## src/rtl/branch_pkg.sv

```systemverilog
// Shared definitions for the execute-stage branch resolution unit:
// branch condition codes, FSM state encoding and flush counter width.
package branch_pkg;

    // funct3 encodings of the conditional branch instructions
    localparam logic [2:0] BR_BEQ  = 3'b000;
    localparam logic [2:0] BR_BNE  = 3'b001;
    localparam logic [2:0] BR_BLT  = 3'b100;
    localparam logic [2:0] BR_BGE  = 3'b101;
    localparam logic [2:0] BR_BLTU = 3'b110;
    localparam logic [2:0] BR_BGEU = 3'b111;

    // Flush counter width; supports flush lengths of 1..15 cycles
    localparam int FLUSH_CNT_W = 4;

    typedef enum logic [1:0] {
        IDLE,
        REDIRECT,
        FLUSH
    } br_state_t;

endpackage

```

## src/rtl/branch_resolve_if.sv

```systemverilog
// Redirect channel from the execute stage back to fetch.
// The master (branch_resolve) offers a corrected PC with valid; fetch
// accepts it with ready.
interface branch_resolve_if #(
    parameter int XLEN = 32
);
    logic            redirect_valid;
    logic [XLEN-1:0] redirect_pc;
    logic            redirect_ready;

    modport master (
        output redirect_valid,
        output redirect_pc,
        input  redirect_ready
    );

    modport slave (
        input  redirect_valid,
        input  redirect_pc,
        output redirect_ready
    );
endinterface

```

## src/rtl/branch_resolve_cond.sv

```systemverilog
// Branch condition evaluator: maps funct3 and the comparator flags to a
// taken decision, and flags the two reserved funct3 encodings.
// Purely combinational so it can be shared with hazard logic.
module branch_cond
    import branch_pkg::*;
(
    input  logic [2:0] funct3_i,
    input  logic       equal_i,
    input  logic       less_s_i,
    input  logic       less_u_i,
    output logic       cond_o,
    output logic       illegal_o
);

    // Select the comparison requested by funct3; reserved codes never take
    always_comb begin
        cond_o    = 1'b0;
        illegal_o = 1'b0;
        case (funct3_i)
            BR_BEQ:  cond_o = equal_i;
            BR_BNE:  cond_o = ~equal_i;
            BR_BLT:  cond_o = less_s_i;
            BR_BGE:  cond_o = ~less_s_i;
            BR_BLTU: cond_o = less_u_i;
            BR_BGEU: cond_o = ~less_u_i;
            default: illegal_o = 1'b1;
        endcase
    end

endmodule

```

## src/rtl/branch_resolve.sv

```systemverilog
// Execute-stage branch resolution. Computes the real branch/jump outcome,
// compares it with the fetch prediction and, on a mispredict, sends the
// corrected PC to fetch, stalls EX until accepted, then flushes IF/ID and
// ID/EX for FLUSH_CYCLES cycles.
// Optional: define BRANCH_STATS_EN to add saturating branch and mispredict
// counters (stat_branches, stat_mispredicts).
module branch_resolve
    import branch_pkg::*;
#(
    parameter int XLEN         = 32,
    parameter int FLUSH_CYCLES = 1
)(
    input  logic                clk,
    input  logic                rst,
    input  logic                ex_valid,
    input  logic                ex_is_branch,
    input  logic                ex_is_jump,
    input  logic [2:0]          ex_funct3,
    input  logic                br_equal,
    input  logic                br_less_s,
    input  logic                br_less_u,
    input  logic [XLEN-1:0]     ex_pc,
    input  logic [XLEN-1:0]     ex_target,
    input  logic                ex_pred_taken,
    input  logic [XLEN-1:0]     ex_pred_target,
    branch_resolve_if.master    redir,
    output logic                ex_stall,
    output logic                flush_if_id,
    output logic                flush_id_ex,
`ifdef BRANCH_STATS_EN
    output logic [31:0]         stat_branches,
    output logic [31:0]         stat_mispredicts,
`endif
    output logic                illegal_cond
);

    localparam logic [FLUSH_CNT_W-1:0] FLUSH_LOAD = FLUSH_CNT_W'(FLUSH_CYCLES);

    br_state_t              state_q;
    logic [XLEN-1:0]        redirect_pc_q;
    logic [XLEN-1:0]        redirect_pc_d;
    logic [FLUSH_CNT_W-1:0] cnt_q;
    logic                   illegal_q;

    logic cond;
    logic cond_illegal;
    logic taken;
    logic mispredict;
    logic illegal_evt;

    branch_cond u_cond (
        .funct3_i  (ex_funct3),
        .equal_i   (br_equal),
        .less_s_i  (br_less_s),
        .less_u_i  (br_less_u),
        .cond_o    (cond),
        .illegal_o (cond_illegal)
    );

    // Resolve the actual outcome and the PC fetch should have used
    always_comb begin
        taken         = ex_is_jump | (ex_is_branch & cond);
        mispredict    = ex_valid & ((taken != ex_pred_taken) |
                                    (taken & (ex_target != ex_pred_target)));
        redirect_pc_d = taken ? ex_target : (ex_pc + XLEN'(4));
        illegal_evt   = ex_valid & ex_is_branch & ~ex_is_jump & cond_illegal;
    end

    // Redirect/flush sequencer; EX is only observed while IDLE
    always_ff @(posedge clk) begin
        if (rst) begin
            state_q       <= IDLE;
            redirect_pc_q <= '0;
            cnt_q         <= '0;
            illegal_q     <= 1'b0;
        end else begin
            illegal_q <= 1'b0;
            case (state_q)
                IDLE: begin
                    illegal_q <= illegal_evt;
                    if (mispredict) begin
                        redirect_pc_q <= redirect_pc_d;
                        state_q       <= REDIRECT;
                    end
                end
                REDIRECT: begin
                    if (redir.redirect_ready) begin
                        cnt_q   <= FLUSH_LOAD;
                        state_q <= FLUSH;
                    end
                end
                FLUSH: begin
                    cnt_q <= cnt_q - 1'b1;
                    if (cnt_q == FLUSH_CNT_W'(1)) begin
                        state_q <= IDLE;
                    end
                end
                default: state_q <= IDLE;
            endcase
        end
    end

    assign redir.redirect_valid = (state_q == REDIRECT);
    assign redir.redirect_pc    = redirect_pc_q;
    assign ex_stall             = (state_q == REDIRECT);
    assign flush_if_id          = (state_q == FLUSH);
    assign flush_id_ex          = (state_q == FLUSH);
    assign illegal_cond         = illegal_q;

`ifdef BRANCH_STATS_EN
    logic [31:0] stat_br_q;
    logic [31:0] stat_mis_q;

    // Saturating counts of resolved control instructions and mispredicts
    always_ff @(posedge clk) begin
        if (rst) begin
            stat_br_q  <= '0;
            stat_mis_q <= '0;
        end else if (state_q == IDLE) begin
            if (ex_valid && (ex_is_branch || ex_is_jump) && (stat_br_q != '1)) begin
                stat_br_q <= stat_br_q + 32'd1;
            end
            if (mispredict && (stat_mis_q != '1)) begin
                stat_mis_q <= stat_mis_q + 32'd1;
            end
        end
    end

    assign stat_branches    = stat_br_q;
    assign stat_mispredicts = stat_mis_q;
`endif

endmodule
```

## src/flat_wrapper.sv

```systemverilog
// flat-port wrapper written by rule: the top's interface ports become plain ports
module branch_resolve_flat import branch_pkg::*;
#(
    parameter int XLEN         = 32,
    parameter int FLUSH_CYCLES = 1
)
  (clk, rst, ex_valid, ex_is_branch, ex_is_jump, ex_funct3, br_equal, br_less_s, br_less_u, ex_pc, ex_target, ex_pred_taken, ex_pred_target, ex_stall, flush_if_id, flush_id_ex, illegal_cond, redir_redirect_valid, redir_redirect_pc, redir_redirect_ready);
  branch_resolve_if #(.XLEN(XLEN)) redir_i ();
  input  logic clk;
  input  logic rst;
  input  logic ex_valid;
  input  logic ex_is_branch;
  input  logic ex_is_jump;
  input  logic [2:0] ex_funct3;
  input  logic br_equal;
  input  logic br_less_s;
  input  logic br_less_u;
  input  logic [XLEN-1:0] ex_pc;
  input  logic [XLEN-1:0] ex_target;
  input  logic ex_pred_taken;
  input  logic [XLEN-1:0] ex_pred_target;
  output logic ex_stall;
  output logic flush_if_id;
  output logic flush_id_ex;
  output logic illegal_cond;
  output wire logic [$bits(redir_i.redirect_valid)-1:0] redir_redirect_valid;
  output wire logic [$bits(redir_i.redirect_pc)-1:0] redir_redirect_pc;
  input wire logic [$bits(redir_i.redirect_ready)-1:0] redir_redirect_ready;
  assign redir_redirect_valid = redir_i.redirect_valid;
  assign redir_redirect_pc = redir_i.redirect_pc;
  assign redir_i.redirect_ready = redir_redirect_ready;
  branch_resolve #(.XLEN(XLEN), .FLUSH_CYCLES(FLUSH_CYCLES)) u_core (.clk(clk), .rst(rst), .ex_valid(ex_valid), .ex_is_branch(ex_is_branch), .ex_is_jump(ex_is_jump), .ex_funct3(ex_funct3), .br_equal(br_equal), .br_less_s(br_less_s), .br_less_u(br_less_u), .ex_pc(ex_pc), .ex_target(ex_target), .ex_pred_taken(ex_pred_taken), .ex_pred_target(ex_pred_target), .redir(redir_i), .ex_stall(ex_stall), .flush_if_id(flush_if_id), .flush_id_ex(flush_id_ex), .illegal_cond(illegal_cond));
endmodule
```

## config.mk

```make
export PLATFORM = sky130hd
export DESIGN_NAME = branch_resolve_flat
export DESIGN_NICKNAME = d
export VERILOG_FILES = /design/src/rtl/branch_pkg.sv /design/src/rtl/branch_resolve_if.sv /design/src/rtl/branch_resolve_cond.sv /design/src/rtl/branch_resolve.sv /design/src/flat_wrapper.sv
export SDC_FILE = /design/constraint.sdc
export NUM_CORES = 1
export LEC_CHECK = 0
export ABC_CLOCK_PERIOD_IN_PS = 2820
export CORE_UTILIZATION = 41
export DETAILED_ROUTE_END_ITERATION = 8
export PLACE_DENSITY = 0.81
export SLEW_MARGIN = 5
export SYNTH_ARGS = -nofsm -noshare
export SYNTH_HDL_FRONTEND = slang
export SYNTH_SLANG_ARGS = --single-unit
```

## constraint.sdc

```tcl
create_clock -name clk -period 2.82 [get_ports clk]
set_clock_uncertainty 0.1 [all_clocks]
set_input_delay 0.564 -clock clk [delete_from_list [all_inputs] [get_ports clk]]
set_output_delay 0.564 -clock clk [all_outputs]
set_load 0.01 [all_outputs]
```

==> flow_results.org <==
** Run status
- The flow ran to the end, and the final reports show no timing, DRC or antenna violations.

** Flow run
- Max_cap viols :: 0

** Layout
- The net count of the finished layout is 643.
- 0 antenna diodes ended up in the layout.
- Area added between synthesis and finish :: 62.58%
- Counting the fill cells in the layout gives around 560.
- Cells with a size suffix above 1 make up around an eighth of the layout.

** Timing
- The number of slew-limit violations in the final report came to 0.
- For the pin with the worst max-slew slack, the measured transition is approximately 460 ps.
- Setup repair after global routing left no endpoint under its margin.
- Highest attainable clock frequency :: ~370 MHz
- The final number of hold-violating endpoints was 0.
- Final worst setup slack :: just over 80 ps
- Worst rel slew slack :: a little over two thirds
- WHS :: about 370 ps
- Final count of negative-setup-slack endpoints :: 0
- Time the final worst path needs with I/O delays and setup :: between 2000 and 3000 ps
- Summed over all failing endpoints, the final setup total negative slack is 0 ps.
- The final critical path takes up a little over nine tenths of the cycle.

** Synth
- Net count after synthesis :: 478
- Mapped Avg Cell Area :: 8.177 um^2
- Cell accounting for the most synthesized area :: sky130_fd_sc_hd__dfxtp_1
- Yosys cell types :: 43
- Counting flops and latches in the post-synthesis netlist gives 39.
- Synthesis handed over a netlist of 366 instances.
- Warnings from Yosys :: 0
- Sequential elements use 26.09% of the synthesized area.
- EDFF count, synth :: 0
- Of all flip-flops after synthesis, the portion carrying an async set or reset was 0%.
- Among all flip-flop cells after synthesis, the most frequent one is sky130_fd_sc_hd__dfxtp_1.
- By area the synthesized netlist is led by sky130_fd_sc_hd__dfxtp_1, sky130_fd_sc_hd__xor2_1, sky130_fd_sc_hd__xnor2_1, sky130_fd_sc_hd__o41ai_2, sky130_fd_sc_hd__o211ai_1.
- Cell area after technology mapping :: between 2000 and 3000 um^2
- Fraction of synthesized cell area taken by the top area cell type :: a little over a quarter

** GRT
- Antenna violations before repair :: 0
- Global-route wire length before repair :: around 16000 um
- Summed over all layers, the global routing overflow is 0.
- Pin count of the biggest net entering global routing :: 33
- Global routing consumed, over all layers together, between 20% and 30% of the routing resources.
- Number of global-route vias before repair :: 3356

** Critical path
- Crit Path Class :: input port to flop
- Kind of end point of the critical path :: flop
- Along the worst path, the maximum fanout reaches 26.
- In this run the worst setup path begins at ex_target[8].
- Among the stages of the critical path, the cell type that occurs most often is sky130_fd_sc_hd__nor4_1.
- Among cell families on the critical path, the largest total delay comes from simple AND/OR/NAND/NOR gates.
- Critical path cell sequence :: clkdlybuf4s50_1 > xor2_1 > nor4_1 > nand4_1 > nor4_4 > buf_4 > nor4_1 > a31o_1
- CP Buf/Inv Count :: 2
- STA classifies the critical path startpoint as an input port.
- Among all stages on the critical path, the largest delay is contributed by sky130_fd_sc_hd__clkdlybuf4s50_1.
- Max incr delay on CP :: about 440 ps
- For the worst setup path, the data arrival time is 2830 ps.
- At the worst endpoint, the required time is around 2900 ps.
- Worst flop-to-flop path startpoint :: u_core.state_q[1]

** Clocking
- Counting along the longest clock path gives a buffer depth of 2.
- Clock insertion delay at the later pin of the skew report :: around 290 ps
- H-tree levels :: 2
- After clock tree synthesis, the setup repair step added 0 buffers.
- Clock-pin slew was measured on the worst setup and hold paths at 80 ps.
- CTS sink cnt :: 39
- TritonCTS built the clock tree.
- Clock tree synthesis inserted a total of 5 buffers.
- Clock tree root buffer cell :: sky130_fd_sc_hd__clkbuf_8

** Pwr
- Power spread over the standard cell area amounts to around 360 nW/um^2.
- Worst IR Drop VDD :: 0.2415 mV
- In this run the static leakage power is approximately 1.9 nW.

** Die
- Starting utilization of the core area :: a little over two fifths
- Die Area :: between 7000 and 8000 um^2
- Number of placement rows :: 30
- The floorplan step set the die width to 87.44 um.
- roughly 150 I/O pins were placed.
- Die span in y :: between 80 and 90 um
- In this run the standard cell core region covers between 6000 and 7000 um^2.

** Place
- Worst-case setup slack after placement :: -219.6 ps
- The HPWL after detailed placement is 8274 um.
- At the end of routability-driven placement, the weighted congestion stood at between 0.9 and 1.
- Buffers placed on the I/O ports in this run total approximately 150.

** Route
- Routed Antenna Nets :: 0
- Number of DRC violations after detailed routing :: 0
- Vias after detailed routing :: roughly 3400
- DRT Wirelength :: 10430 um
- DRC marker count from the first detailed-route iteration :: between 150 and 200
- In the final routed layout, each cell accounts on average for 16.61 um.
- Detailed-routing iteration count for the pre-antenna-repair pass :: 5
- Dividing the detail-routed via count by the number of cells gives around 5.5.

** Min path
- The path class of the tightest hold or removal check is flop to flop.
- Origin of the worst min-delay path :: u_core.redir.redirect_pc[2]
[tightest hold or removal path: stages, from the launching register on]
cell	delay (ps)
sky130_fd_sc_hd__dfxtp_1	320
sky130_fd_sc_hd__inv_1	50
sky130_fd_sc_hd__a211oi_1	50
[layout make-up]
class	instances	area [um^2]	share of cell area [%]
Clock buffer	5	68.82	1.414
Tap cell	96	120.1	2.468
Inverter	8	30.03	0.6171
Sequential cell	39	780.7	16.05
Timing Repair Buffer	186	1772	36.41
Multi-Input combinational cell	291	2051	42.14
Clock inverter	3	43.79	0.9000
[stage by stage]
step / area (um^2) / power [mW] / util, % / cells
3_5_place_dp: 4747 / 1.296 / 68.73 / 620
2_1_floorplan: 2993 / 0.9185 / - / 366
6_report: 4866 / 1.770 / 70.45 / 628
5_1_grt: 4866 / 1.853 / 70.45 / 628
3_3_place_gp: 4747 / 1.284 / 68.73 / 620
4_1_cts: 4860 / 1.769 / 70.36 / 628
[final timing paths]
path / end / slack (ps) / depth (start not counted)
max: u_core.redir.redirect_pc[6] / 80 / 8
min: u_core.redir.redirect_pc[2] / 370 / 2
max reg2reg: u_core.redir.redirect_pc[14] / 860 / 6
min reg2reg: u_core.redir.redirect_pc[2] / 370 / 2
[layout by cell type (no fill, tap or decap), drive strengths merged, types with 6 or more instances in the layout]
cell / instances
clkdlybuf4s50: 145
nand3: 17
buf: 41
nor4: 14
a31o: 6
xor2: 37
o211ai: 20
nand2: 22
a21oi: 12
nor3: 16
o21ai: 23
xnor2: 22
nor2b: 8
inv: 8
dfxtp: 39
mux2: 6
o41ai: 11
and4: 6
nor2: 30
a21o: 6
[Yosys cell counts (2+ instances only)]
master and number:
sky130_fd_sc_hd__nor3_1 16, sky130_fd_sc_hd__nand2_1 22, sky130_fd_sc_hd__buf_4 4, sky130_fd_sc_hd__inv_1 8
sky130_fd_sc_hd__dfxtp_1 39, sky130_fd_sc_hd__nor2b_1 8, sky130_fd_sc_hd__nand2b_1 2, sky130_fd_sc_hd__clkbuf_1 19
sky130_fd_sc_hd__mux2i_1 4, sky130_fd_sc_hd__o21ai_1 8, sky130_fd_sc_hd__a21oi_1 12, sky130_fd_sc_hd__nand3_1 17
sky130_fd_sc_hd__ha_1 3, sky130_fd_sc_hd__o211ai_1 20, sky130_fd_sc_hd__a21o_1 6, sky130_fd_sc_hd__xor2_1 37
sky130_fd_sc_hd__o21a_1 2, sky130_fd_sc_hd__nand4_1 3, sky130_fd_sc_hd__o41ai_2 11, sky130_fd_sc_hd__nor4_1 13
sky130_fd_sc_hd__and4_1 6, sky130_fd_sc_hd__mux2_1 6, sky130_fd_sc_hd__buf_2 2, sky130_fd_sc_hd__a211oi_1 2
sky130_fd_sc_hd__xnor2_1 22, sky130_fd_sc_hd__o21ai_0 15, sky130_fd_sc_hd__nor3b_1 3, sky130_fd_sc_hd__a31o_1 6
sky130_fd_sc_hd__a2111oi_0 5, sky130_fd_sc_hd__nor2_1 30, sky130_fd_sc_hd__and3_1 3
[cell families (layout without fill, tap and decap cells)]
kind of cell | count (synthesis) | in the layout | share of synthesized area [%]
AOI/OAI and AO/OA | 91 | 91 | 23.83
xor gates and xnor gates | 59 | 59 | 17.27
buffers and inverters | 36 | 202 | 5.727
adders and majority gates | 3 | 3 | 1.254
DFF | 39 | 39 | 26.09
and+or+nand+nor | 128 | 128 | 22.24
muxes | 10 | 10 | 3.595
[metal layers]
layer | global-route usage, % | routed length, um | share of wire, % | vias up
met4 | 6.110 | 138 | 1.3 | 0
met5 | 0 | 0 | 0 | -
met1 | 34.62 | 4350 | 42 | 1613
met3 | 5.498 | 731 | 7.0 | 13
li1 | - | - | - | 1666
met2 | 50.36 | 5213 | 50 | 154
[sequential cells by signal, indices dropped and copies added, names as in the netlist]
| signal | flops |
|---|---|
| u_core.illegal_cond | 1 |
| u_core.redir.redirect_pc | 32 |
| u_core.cnt_q | 4 |
| u_core.state_q | 2 |
[where the power goes]
group	total, mW	switching, mW	internal, mW
Clock	0.479	0.215	0.264
Combinational	0.654	0.283	0.371
Sequential	0.637	0.0365	0.601
Total	1.77	0.534	1.24
[timing repair]
action,4_1_cts,5_1_grt
endpoints found under the setup margin,0,19
hold buffers,0,0
gates resized for setup,0,1
Power figures use the tool's default switching activity.
